$ cat config.mk
export PLATFORM = sky130hd
export DESIGN_NAME = port_rd_ctrl_flat
export DESIGN_NICKNAME = d
export VERILOG_FILES = /design/src/rtl/port_rd_ctrl_pkg.sv /design/src/rtl/port_rd_ctrl_if.sv /design/src/rtl/port_rd_fifo.sv /design/src/rtl/port_rd_ctrl.sv /design/src/flat_wrapper.sv
export SDC_FILE = /design/constraint.sdc
export NUM_CORES = 1
export LEC_CHECK = 0
export BUFFER_PORTS_ARGS = -buffer_cell sky130_fd_sc_hd__buf_2
export CORE_MARGIN = 1.5
export CORE_UTILIZATION = 25
export CTS_CLUSTER_DIAMETER = 30
export DETAILED_ROUTE_END_ITERATION = 6
export GPL_TIMING_DRIVEN = 0
export PLACE_DENSITY_LB_ADDON = 0.15
export SLEW_MARGIN = 10
export SYNTH_ARGS = -nofsm -noshare
export SYNTH_HDL_FRONTEND = slang
export SYNTH_SLANG_ARGS = --single-unit
$ cat constraint.sdc
create_clock -name clk -period 3.7 [get_ports clk]
set_clock_uncertainty 0.1 [all_clocks]
set_input_delay 0.925 -clock clk [delete_from_list [all_inputs] [get_ports clk]]
set_output_delay 0.925 -clock clk [all_outputs]
set_load 0.05 [all_outputs]
$ cat src/rtl/port_rd_ctrl_pkg.sv
// Shared definitions for the port read controller and the queue scheduler:
// queue count, the "no readable queue" code, and the controller FSM encoding.
package port_rd_ctrl_pkg;

  localparam int         NUM_QUEUES = 4;
  localparam int         QID_W      = $clog2(NUM_QUEUES);
  localparam logic [2:0] PRIOR_NONE = 3'd4;

  typedef enum logic [2:0] {
    ST_IDLE,
    ST_SEL,
    ST_REQ,
    ST_XFER,
    ST_UPD,
    ST_SETTLE_WAIT
  } state_e;

  // Codes 5-7 are never produced by the scheduler; treat them like PRIOR_NONE.
  function automatic logic is_queue_id(input logic [2:0] prior);
    return prior < PRIOR_NONE;
  endfunction

endpackage

$ cat src/rtl/port_rd_ctrl_if.sv
// Bundle of scheduler, queue-manager and egress signals around the read controller.
// master = the controller, slave = its environment.
interface port_rd_ctrl_if #(
  parameter int DATA_W = 16
) ();

  logic [2:0]                           prior_next;
  logic                                 prior_update;
  logic                                 rd_req;
  logic [port_rd_ctrl_pkg::QID_W-1:0]   rd_qid;
  logic                                 rd_gnt;
  logic                                 rd_vld;
  logic [DATA_W-1:0]                    rd_data;
  logic                                 rd_last;
  logic                                 rd_pause;
  logic                                 out_valid;
  logic [DATA_W-1:0]                    out_data;
  logic                                 out_last;
  logic                                 out_ready;
  logic                                 ovf;

  modport master (
    input  prior_next, rd_gnt, rd_vld, rd_data, rd_last, out_ready,
    output prior_update, rd_req, rd_qid, rd_pause, out_valid, out_data, out_last, ovf
  );

  modport slave (
    output prior_next, rd_gnt, rd_vld, rd_data, rd_last, out_ready,
    input  prior_update, rd_req, rd_qid, rd_pause, out_valid, out_data, out_last, ovf
  );

endinterface

$ cat src/rtl/port_rd_fifo.sv
// First-word fall-through skid FIFO. A push while full is taken only when a pop
// frees the head slot in the same cycle; otherwise the caller sees full_o and drops.
module port_rd_fifo #(
  parameter int WIDTH = 17,
  parameter int DEPTH = 4
) (
  input  logic                   clk,
  input  logic                   rst_n,
  input  logic                   push_i,
  input  logic [WIDTH-1:0]       data_i,
  input  logic                   pop_i,
  output logic [WIDTH-1:0]       data_o,
  output logic                   full_o,
  output logic                   empty_o,
  output logic [$clog2(DEPTH):0] count_o
);

  localparam int PTR_W = $clog2(DEPTH);
  localparam int CNT_W = PTR_W + 1;

  logic [WIDTH-1:0] mem_q [DEPTH];
  logic [PTR_W-1:0] wr_ptr_q, rd_ptr_q;
  logic [CNT_W-1:0] count_q, count_d;
  logic             wr_en, rd_en;

  assign empty_o = (count_q == '0);
  assign full_o  = (count_q == CNT_W'(DEPTH));
  assign rd_en   = pop_i && !empty_o;
  assign wr_en   = push_i && (!full_o || rd_en);
  assign data_o  = mem_q[rd_ptr_q];
  assign count_o = count_q;

  always_comb begin
    // NOTE: every always_comb output gets a default first so no path leaves it unassigned (no latch).
    count_d = count_q;
    case ({wr_en, rd_en})
      2'b10:   count_d = count_q + CNT_W'(1);
      2'b01:   count_d = count_q - CNT_W'(1);
      default: count_d = count_q;
    endcase
  end

  // NOTE: storage is not reset; pointers and count define which entries are valid.
  always_ff @(posedge clk) begin
    if (wr_en) mem_q[wr_ptr_q] <= data_i;
  end

  // NOTE: sequential state uses non-blocking assignments so all registers update together.
  always_ff @(posedge clk) begin
    if (!rst_n) begin
      wr_ptr_q <= '0;
      rd_ptr_q <= '0;
      count_q  <= '0;
    end else begin
      if (wr_en) wr_ptr_q <= wr_ptr_q + PTR_W'(1);
      if (rd_en) rd_ptr_q <= rd_ptr_q + PTR_W'(1);
      count_q <= count_d;
    end
  end

endmodule

$ cat src/rtl/port_rd_ctrl.sv
// Port read controller: picks the scheduler's queue, requests one packet from the
// queue manager, streams it into a skid FIFO toward egress, then reports and settles.
module port_rd_ctrl
  import port_rd_ctrl_pkg::*;
#(
  parameter int DATA_W     = 16,
  parameter int FIFO_DEPTH = 4,
  parameter int SETTLE     = 6
) (
  input  logic           clk,
  input  logic           rst_n,
  port_rd_ctrl_if.master bus
);

  localparam int CNT_W = ($clog2(SETTLE + 1) > 3) ? $clog2(SETTLE + 1) : 3;
  localparam int OCC_W = $clog2(FIFO_DEPTH) + 1;

  state_e             state_q, state_d;
  logic [QID_W-1:0]   rd_qid_q, rd_qid_d;
  logic [CNT_W-1:0]   settle_cnt_q, settle_cnt_d;
  logic               ovf_q, ovf_d;

  logic               word_in;
  logic               fifo_pop;
  logic               fifo_full;
  logic               fifo_empty;
  logic [DATA_W:0]    fifo_head;
  logic [OCC_W-1:0]   fifo_count;

  // Words are only accepted while a granted packet is being transferred.
  assign word_in  = (state_q == ST_XFER) && bus.rd_vld;
  assign fifo_pop = !fifo_empty && bus.out_ready;

  port_rd_fifo #(
    .WIDTH (DATA_W + 1),
    .DEPTH (FIFO_DEPTH)
  ) u_fifo (
    .clk     (clk),
    .rst_n   (rst_n),
    .push_i  (word_in),
    .data_i  ({bus.rd_last, bus.rd_data}),
    .pop_i   (fifo_pop),
    .data_o  (fifo_head),
    .full_o  (fifo_full),
    .empty_o (fifo_empty),
    .count_o (fifo_count)
  );

  always_comb begin
    state_d      = state_q;
    rd_qid_d     = rd_qid_q;
    settle_cnt_d = settle_cnt_q;
    // A word is lost only if the FIFO is full and no pop frees a slot this cycle.
    ovf_d        = ovf_q | (word_in && fifo_full && !fifo_pop);

    case (state_q)
      ST_IDLE: state_d = ST_SEL;
      ST_SEL: begin
        if (is_queue_id(bus.prior_next)) begin
          rd_qid_d = bus.prior_next[QID_W-1:0];
          state_d  = ST_REQ;
        end
      end
      ST_REQ: begin
        if (bus.rd_gnt) state_d = ST_XFER;
      end
      ST_XFER: begin
        // The end of packet is honoured even when its word was dropped.
        if (bus.rd_vld && bus.rd_last) state_d = ST_UPD;
      end
      ST_UPD: begin
        settle_cnt_d = '0;
        state_d      = ST_SETTLE_WAIT;
      end
      ST_SETTLE_WAIT: begin
        if (settle_cnt_q == CNT_W'(SETTLE - 1)) state_d = ST_SEL;
        else settle_cnt_d = settle_cnt_q + CNT_W'(1);
      end
      default: state_d = ST_IDLE;
    endcase
  end

  always_ff @(posedge clk) begin
    if (!rst_n) begin
      state_q      <= ST_IDLE;
      rd_qid_q     <= '0;
      settle_cnt_q <= '0;
      ovf_q        <= 1'b0;
    end else begin
      state_q      <= state_d;
      rd_qid_q     <= rd_qid_d;
      settle_cnt_q <= settle_cnt_d;
      ovf_q        <= ovf_d;
    end
  end

  assign bus.rd_req       = (state_q == ST_REQ);
  assign bus.rd_qid       = rd_qid_q;
  assign bus.prior_update = (state_q == ST_UPD);
  assign bus.rd_pause     = (fifo_count >= OCC_W'(FIFO_DEPTH - 1));
  assign bus.out_valid    = !fifo_empty;
  assign bus.out_data     = fifo_head[DATA_W-1:0];
  assign bus.out_last     = fifo_head[DATA_W];
  assign bus.ovf          = ovf_q;

endmodule

$ cat src/flat_wrapper.sv
// flat-port wrapper written by rule: the top's interface ports become plain ports
module port_rd_ctrl_flat import port_rd_ctrl_pkg::*;
#(
  parameter int DATA_W     = 16,
  parameter int FIFO_DEPTH = 4,
  parameter int SETTLE     = 6
)
  (clk, rst_n, bus_prior_next, bus_rd_gnt, bus_rd_vld, bus_rd_data, bus_rd_last, bus_out_ready, bus_prior_update, bus_rd_req, bus_rd_qid, bus_rd_pause, bus_out_valid, bus_out_data, bus_out_last, bus_ovf);
  port_rd_ctrl_if #(.DATA_W(DATA_W)) bus_i ();
  input  logic clk;
  input  logic rst_n;
  input wire logic [$bits(bus_i.prior_next)-1:0] bus_prior_next;
  input wire logic [$bits(bus_i.rd_gnt)-1:0] bus_rd_gnt;
  input wire logic [$bits(bus_i.rd_vld)-1:0] bus_rd_vld;
  input wire logic [$bits(bus_i.rd_data)-1:0] bus_rd_data;
  input wire logic [$bits(bus_i.rd_last)-1:0] bus_rd_last;
  input wire logic [$bits(bus_i.out_ready)-1:0] bus_out_ready;
  output wire logic [$bits(bus_i.prior_update)-1:0] bus_prior_update;
  output wire logic [$bits(bus_i.rd_req)-1:0] bus_rd_req;
  output wire logic [$bits(bus_i.rd_qid)-1:0] bus_rd_qid;
  output wire logic [$bits(bus_i.rd_pause)-1:0] bus_rd_pause;
  output wire logic [$bits(bus_i.out_valid)-1:0] bus_out_valid;
  output wire logic [$bits(bus_i.out_data)-1:0] bus_out_data;
  output wire logic [$bits(bus_i.out_last)-1:0] bus_out_last;
  output wire logic [$bits(bus_i.ovf)-1:0] bus_ovf;
  assign bus_i.prior_next = bus_prior_next;
  assign bus_i.rd_gnt = bus_rd_gnt;
  assign bus_i.rd_vld = bus_rd_vld;
  assign bus_i.rd_data = bus_rd_data;
  assign bus_i.rd_last = bus_rd_last;
  assign bus_i.out_ready = bus_out_ready;
  assign bus_prior_update = bus_i.prior_update;
  assign bus_rd_req = bus_i.rd_req;
  assign bus_rd_qid = bus_i.rd_qid;
  assign bus_rd_pause = bus_i.rd_pause;
  assign bus_out_valid = bus_i.out_valid;
  assign bus_out_data = bus_i.out_data;
  assign bus_out_last = bus_i.out_last;
  assign bus_ovf = bus_i.ovf;
  port_rd_ctrl #(.DATA_W(DATA_W), .FIFO_DEPTH(FIFO_DEPTH), .SETTLE(SETTLE)) u_core (.clk(clk), .rst_n(rst_n), .bus(bus_i));
endmodule
# Yosys cells after proc, flatten, opt, wreduce, memory -nomap -nowiden
# Memories as Yosys holds them, arrays and structs flattened. A register that Yosys moved wholly into a read port is not among the register bits.
# Index checks and enable logic that the tools add are counted.
# W data, S select, Z words.
[word_totals]
regBits = 16
latchBits = 0
mem_bits_rw = 68
rom_bits = 0
input_bits = 25
out_inout_bits = 24
word_cells = 60
memories = 1
[mem_list]
columns = ["name", "depth", "width", "read_ports", "rd_clocked_by_memory_dff", "write_ports", "line", "source"]
rows = [
  ["u_core.u_fifo.mem_q", 4, 17, 1, 1, 1, "port_rd_fifo.sv:21", "logic [WIDTH-1:0] mem_q [DEPTH];"],
]
[classes]
add_sub_neg = 5
multipliers = 0
div = 0
n_lt_le_gt_ge = 2
n_eq_ne = 14
shifts = 0
muxes = 12
bitwise = 1
n_reduce_logical = 18
[op_table]
columns = ["operator", "count"]
rows = [
  ["$pmux W3 S6", 1],
  ["$mux W3", 5],
  ["$eq A3 B3 Y1 const B", 4],
  ["$pmux W3 S2", 2],
  ["$logic_and A1 B1 Y1", 7],
  ["$add A3 B1 Y3 const B", 2],
  ["$eq A3 B2 Y1 const B", 2],
  ["$logic_not A3 Y1", 2],
  ["$ne A2 B2 Y1 const B", 3],
  ["$add A2 B1 Y2 const B", 2],
  ["$mux W2", 2],
  ["$ne A2 B1 Y1 const B", 2],
  ["$reduce_and A2 Y1", 2],
  ["$reduce_and A4 Y1", 1],
  ["$reduce_bool A2 Y1", 2],
  ["$eq A3 B1 Y1 const B", 1],
  ["$ge A3 B2 Y1 const B", 1],
  ["$logic_not A1 Y1", 3],
  ["$lt A3 B3 Y1 const B", 1],
  ["$sub A3 B1 Y3 const B", 1],
  ["$eq A2 B1 Y1 const B", 1],
  ["$eq A2 B2 Y1 const B", 1],
  ["$mux W1", 2],
  ["$logic_or A1 B1 Y1", 1],
  ["$or A1 B1 Y1", 1],
]

# Logic depth before layout (Yosys ltp)
# Gate-level depths: netlist (run 1).
[logic_depth]
word_depth = 8
mapped_depth = 10
depth_no_buf = 9

# Hierarchy
# Synthesis (run 1) repeated with hierarchy kept, for this count alone.
[hier_totals]
hier_cells = 204
area_unflattened_um2 = 3487.1
[by_module_without_submodules]
columns = ["module", "instances", "cells_per_inst", "area_per_inst_um2", "seq_area_each_um2"]
rows = [
  ["port_rd_fifo", 1, 149, 2995.4, 2222.1],
  ["port_rd_ctrl", 1, 55, 491.7, 180.2],
]

# Worst setup path before layout (run 1)
# No wires, ideal clock.
[synth_timing]
path_kind = "input port to flip-flop"
startpoint = "in bus_out_ready"
endpoint = "reg u_core.u_fifo.count_q[2] (netlist: u_core.u_fifo.count_o[2])"
setup_ns = 0.071
arrival_ns = 2.570
required_ns = 3.529
slack_ns = 0.959
cell_stages = 10
path_buffers = 1
path_cell_list = "nor4b_4 -> nor2b_4 -> buf_6 -> inv_1 -> ha_1 -> inv_1 -> fa_1 -> xor2_1 -> or3_1 -> a21oi_1"
[synth_between]
elab_chain_len = 6
word_cells_on_any_way = 8
cone_classes = "eq/ne (2); mux (1); reduce/logical (5)"
[synth_rtl]
columns = ["item", "line", "source"]
rows = [
  ["start: declaration", "flat_wrapper.sv:17", "input wire logic [$bits(bus_i.out_ready)-1:0] bus_out_ready;"],
  ["$logic_and A1 B1 Y1 *", "port_rd_ctrl.sv:32", "assign fifo_pop = !fifo_empty && bus.out_ready;"],
  ["$logic_and A1 B1 Y1 *", "port_rd_fifo.sv:28", "assign rd_en = pop_i && !empty_o;"],
  ["$logic_or A1 B1 Y1", "port_rd_fifo.sv:29", "assign wr_en = push_i && (!full_o || rd_en);"],
  ["$logic_and A1 B1 Y1", "port_rd_fifo.sv:29", ""],
  ["$eq A2 B1 Y1 or $eq A2 B2 Y1 (tied branches)", "port_rd_fifo.sv:36", "case ({wr_en, rd_en})"],
  ["$pmux W3 S2 or $reduce_bool A2 Y1 (tied branches)", "-", ""],
  ["end signal: assignment", "port_rd_fifo.sv:57", "count_q <= count_d;"],
  ["end: declaration", "port_rd_fifo.sv:23", "logic [CNT_W-1:0] count_q, count_d;"],
]
# Mark *: on every way between the ends. The rest lies on a longest branch, timed or not.
# A chain may end at the register's enable or synchronous reset.

==> reports/metrics.yaml, run 1 <==
yosysUniqueCellTypes: 39
clk_latency_ns: 0.34
max_slew_margin_pct: 34.9
core_area_um2: 13300
syn_area_um2: 3440
powerDensity_nw_per_um2: 523
hold_path_startpoint: "u_core.bus.ovf"
hpwl_um: 4100
fin_crit_sh_pct: 77.4
antenna_found_initial: 0
num_rows: 42
htreeDepth: 3
max_freq_ghz: 0.349
antennaDiodeCount: 0
cts-root-buf: "clkbuf_16"
port-buffer-count: 48
hold_buffers: 0
async_flop_share_pct: 0
final_core_util_pct: 31.8
postRouteAntennaNets: 0
clkSinkCount: 86
drive_gt1_share_pct: 32.2
clk_path_buf_depth: 2
place_area_um2: 3900
yosys_warnings: 0
clk_pin_slew_ns: 0.06
end_kind: "primary output"
rsz0062_at_grt: "false"
finalHoldViolations: 0
synthTopCellsByArea: "edfxtp_1, dfxtp_1, mux4_2, mux4_1, ha_1"
cp_cell_sequence: "buf_6, buf_6, mux4_1, buf_2"
grt_max_degree: 18
cts_tree: "built"
die_h_um: 120
cts_made_buffers: 9
via_count: 1782
synth_fp_nets: 224
maxCapViolations: 0
grt.total_usage_pct: 9.49
synth_edf_count: 68
cts_resized: 0
cellLeakagePower_nw: 1.47
critical_path.max_stage_delay_ns: 0.58
drc: 0
wl_per_cell_um: 14.6
drt_wl_total_um: 6300
cp-start-kind: "flip-flop"
globalplace.congestion: 0.674
seq_area_um2: 2400
crit_buf_inv: 3
synth.largest_area_cell: "edfxtp_1"
multi_input_area_um2: 948
dieWidth_um: 120
synthCells: 191
drtIter0Drc: 149
tns_ns: 0
crit_top_cell: "buf_6"
cp_max_fo: 10
grt_pass1_vias: 1859
hold_class: "flip-flop to flip-flop"
cp.required_ns: 2.67
start_util_pct: 25.7
num-fill-cells: 1341
seq_area_frac_synth_pct: 69.9
r2r-start: "u_core.state_q[2]"
post-route-min-period_ns: 2.86
crit_arrival_ns: 1.84
regToRegSetupSlack_ns: 1.29
slew_violations: 0
grt-ovfl-total: 0
post_cts.repair.setup_buffers: 0
grt_pass1_wl_um: 9930
drt_pre_antenna_iters: 4
fin_ws_ns: 0.837
dp_slack_ns: 0.706
synth_common_cells: "edfxtp_1, dfxtp_1, nor2_1"
postSynthAreaPerCell_um2: 18.0
finalInstanceArea_um2: 4240
synth.most_common_cell: "edfxtp_1"
area_growth_pct: 23.4
cp_top_family: "buffers and inverters"
io_pins: 49
synthFlopType: "edfxtp_1"
synth_seq_cells: 86
crit_slowest_cell: "mux4_1"
peakVddDrop_v: 0.000219
synth_top_area_share_pct: 59.4
critPathKind: "flip-flop to primary output"
status: "finished, final reports clean"
tightest_slew_ns: 0.976
via_per_inst: 4.13
die_area_um2: 14500
final_nets: 283
setup_viol: 0
## state kept, by name (all words and copies together) (netlist names), named ones only
register	cells
u_core.state_q	3
u_core.settle_cnt_q	3
u_core.u_fifo.rd_ptr_q	2
u_core.u_fifo.wr_ptr_q	2
u_core.bus.rd_qid	2
u_core.u_fifo.mem_q	68
u_core.bus.ovf	1
u_core.u_fifo.count_o	3
## power breakdown
| part | switching [mW] | internal [mW] | leakage (nW) |
|---|---|---|---|
| clock network | 0.365 | 0.663 | 0.168 |
| registers | 0.00813 | 1.05 | 0.757 |
| logic | 0.0850 | 0.0471 | 0.545 |
## cell families after synthesis
kind of cell | Yosys count | synth area share [%]
flip-flops | 86 | 69.9
AND/OR/NAND/NOR | 39 | 7.32
multiplexers | 21 | 13.1
AO/OA/AOI/OAI | 17 | 3.06
buffers and inverters | 16 | 2.51
adder cells (fa/ha/maj) | 8 | 3.13
XOR/XNOR | 4 | 1.02
## cell usage in the layout, fill, tap and decap left out, types with 3 or more instances in the layout
master      n
a21oi_1     6
and2_1      5
buf_2      50
buf_6       3
bufinv_16   3
clkbuf_16   9
dfxtp_1    18
edfxtp_1   68
ha_1        7
inv_1       9
mux2i_1     4
mux4_1      7
mux4_2     10
nand2_1     7
nor2_1     11
o21ai_0     3
xor2_1      3
## routing by layer
| metal | vias up | global-route usage, % | share of wire (%) |
|---|---|---|---|
| li1 | 864 | - | - |
| met1 | 863 | 11.2 | 45 |
| met2 | 48 | 15.2 | 47 |
| met3 | 7 | 4.62 | 6.2 |
| met4 | 0 | 3.09 | 1.4 |
| met5 | - | 0 | 0 |
## tightest hold or removal path, cell delays in order, from the launching register on
cell and delay, ns:
dfxtp_1 0.32, a21oi_1 0.04, nor2_1 0.07
## per-stage QoR
step	instances	hold WS [ns]	total power, mW
finish	431	0.368	2.22
global route	431	0.422	2.30
CTS	431	0.375	2.25
detailed placement	415	0.358	1.21
global placement	415	0.362	1.21
floorplan	191	0.366	1.17
## path summary, 6_finish.rpt
| check | end | cells after the start |
|---|---|---|
| max | bus_out_data[6] | 4 |
| min | u_core.bus.ovf | 2 |
| max reg2reg | u_core.u_fifo.count_o[2] | 10 |
| min reg2reg | u_core.bus.ovf | 2 |
## layout make-up
type | count | share of cell area [%]
Buffer | 7 | 1.24
Tap cell | 176 | 5.19
Inverter | 9 | 0.796
Timing Repair Buffer | 48 | 5.66
Clock inverter | 7 | 2.83
Multi-Input combinational cell | 89 | 22.4
Clock buffer | 9 | 5.31
Sequential cell | 86 | 56.6
(Power assumes the default switching activity.)
==> run 2: changes to the inputs <==
==> constraint.sdc (replaced) <==
create_clock -name clk -period 2.4 [get_ports clk]
set_clock_uncertainty 0.1 [all_clocks]
set_input_delay 0.6 -clock clk [delete_from_list [all_inputs] [get_ports clk]]
set_output_delay 0.6 -clock clk [all_outputs]
set_load 0.05 [all_outputs]
==> run 2 against run 1 <==
Against the previous run:
- combinational power is 71% higher
- critical path depth increased by 7
- die area is the same
- clock power increased by 27%
- final cell count down 0.23%
- worst setup slack got worse by 0.77 ns
- sequential power increased by 54%
- register-to-register slack got worse by 1.2 ns
- non-clock buffer count is 1 higher
- largest cell class unchanged
==> reports/metrics.yaml, run 2 (same netlist as run 1, synthesis figures left out) <==
crit_arrival_ns: 2.49  # +0.65 ns
fin_ws_ns: 0.0655  # -0.771 ns
postRouteAntennaNets: 0  # unchanged
core_area_um2: 13300  # unchanged
num_rows: 42  # unchanged
routed-wl-met3_um: 353  # -9.3%
maxCapViolations: 0  # unchanged
grt.total_usage_pct: 9.49  # about the same
largest_reg_flops: 68  # unchanged
endpoint: "u_core.u_fifo.count_o[2]"
io_pins: 49  # unchanged
antennaDiodeCount: 0  # unchanged
critPathKind: "input pin to flip-flop"
via_per_inst: 4.15  # +0.35%
setup_viol: 0  # unchanged
cts-root-buf: "clkbuf_16"
peakVddDrop_v: 0.000299  # +36%
dieWidth_um: 120  # unchanged
layout_commonest_cell: "edfxtp_1"
drt_wl_total_um: 6380  # +1.3%
status: "finished, final reports clean"
place_area_um2: 3900  # +0.13%
num-fill-cells: 1347  # +0.45%
finalInstanceArea_um2: 4280  # +0.83%
slew_violations: 0  # unchanged
start_util_pct: 25.7  # unchanged
drc: 0  # unchanged
htreeDepth: 3  # unchanged
end_kind: "flip-flop"
whs_ns: 0.369  # +0.000659 ns
final_core_util_pct: 32.0  # +0.26 points
top_register: "u_core.u_fifo.mem_q"
grt-ovfl-total: 0  # unchanged
dp_slack_ns: -0.247  # -0.953 ns
drt_pre_antenna_iters: 4  # unchanged
r2r-start: "u_core.state_q[1]"
post-route-min-period_ns: 2.33
grt_pass1_wl_um: 10100  # +1.5%
drt-met1-wl_um: 2960  # +4.4%
final_nets: 284  # +0.35%
cp-start-kind: "input pin"
die_area_um2: 14500  # unchanged
wl_per_cell_um: 14.8  # +1.6%
hpwl_um: 4070  # -0.74%
grt_pass1_vias: 1881  # +1.2%
tns_ns: 0  # unchanged
clk_latency_ns: 0.33  # about the same
highest_layer: "met4"
clk_path_buf_depth: 2  # unchanged
fin_crit_sh_pct: 97.3
globalplace.congestion: 0.694  # +2.9%
cp.required_ns: 2.55  # -0.12 ns
die_h_um: 120  # unchanged
hold_class: "flip-flop to flip-flop"
wl_met2_um: 3010  # +0.77%
rsz0062_at_grt: "true"
drtIter0Drc: 153  # +2.7%
finalHoldViolations: 0  # unchanged
cts_made_buffers: 9  # unchanged
grt_max_degree: 18  # unchanged
reg2reg_to: "u_core.u_fifo.count_o[2]"
design_power_total_mw: 3.17  # +43%
tightest_slew_ns: 0.928  # -0.0478 ns
most-common-layout-cells: "edfxtp_1, buf_2, mux4_2, dfxtp_1, buf_6"
fin_cells: 430  # -0.23%
antenna_found_initial: 0  # unchanged
max_slew_margin_pct: 38.1  # +3.2 points
r2r_cells: 10  # unchanged
clk_pin_slew_ns: 0.06  # about the same
cellLeakagePower_nw: 1.45  # -1.3%
powerDensity_nw_per_um2: 742  # +42%
regToRegSetupSlack_ns: 0.10  # -1.19 ns
startpoint: "bus_out_ready"
area_growth_pct: 24.5
placedCellCount: 415  # unchanged
clkSinkCount: 86  # unchanged
max_freq_ghz: 0.428
via_count: 1784  # +0.11%
cts_tree: "built"
drive_gt1_share_pct: 37.8  # +5.6 points
cp_max_fo: 7  # -3
port-buffer-count: 48  # unchanged
-- run 2: how the worst min path moves through the flow --
| stage | start | slack [ns] | end | cells after the start |
|---|---|---|---|---|
| 6_report | u_core.bus.ovf | 0.37 | u_core.bus.ovf | 2 |
| 5_1_grt | bus_rd_data[0] | 0.37 | u_core.u_fifo.mem_q[3][0] | 1 |
| 4_1_cts | bus_rd_data[5] | 0.37 | u_core.u_fifo.mem_q[3][5] | 1 |
| 3_5_place_dp | u_core.bus.ovf | 0.36 | u_core.bus.ovf | 2 |
| 3_3_place_gp | u_core.bus.ovf | 0.38 | u_core.bus.ovf | 2 |
| 2_1_floorplan | u_core.settle_cnt_q[1] | 0.37 | u_core.settle_cnt_q[1] | 2 |
-- run 2: layer usage --
metal / vias to the layer above / track usage [%]
li1: 860 / -
met1: 878 / 11.6
met2: 41 / 15.1
met3: 5 / 3.68
met4: 0 / 3.75
met5: - / 0
-- run 2: final cells by class --
| type | count | area, µm² | share of cell area, % |
|---|---|---|---|
| plain buffers | 7 | 70.1 | 1.64 |
| clock buffers | 10 | 229 | 5.35 |
| clock inverters | 4 | 50.0 | 1.17 |
| inverters | 9 | 33.8 | 0.790 |
| multi-input cells | 89 | 935 | 21.8 |
| flip-flops and latches | 86 | 2410 | 56.2 |
| well taps | 176 | 220 | 5.15 |
| repair buffers | 49 | 334 | 7.81 |
-- run 2: repair_timing --
action	4_1_cts	5_1_grt
pin swaps	0	1
buffers inserted	1	0
endpoints found under the setup margin	10	65
hold buffers	0	0
resized for setup	12	40
-- run 2: power by group --
part	leakage, nW	switching (mW)	internal [mW]	total [mW]
combinational	0.560	0.136	0.0907	0.226
sequential	0.759	0.0126	1.62	1.63
clock	0.132	0.521	0.792	1.31
total	1.45	0.669	2.50	3.17
-- run 2: critical path, stage by stage --
cell and delay [ns]:
buf_2 0.13, nor4b_4 0.35, nor2b_4 0.07, buf_6 0.13
inv_1 0.05, ha_2 0.18, inv_1 0.05, fa_2 0.33
xor2_1 0.16, or3_1 0.32, a21oi_2 0.12
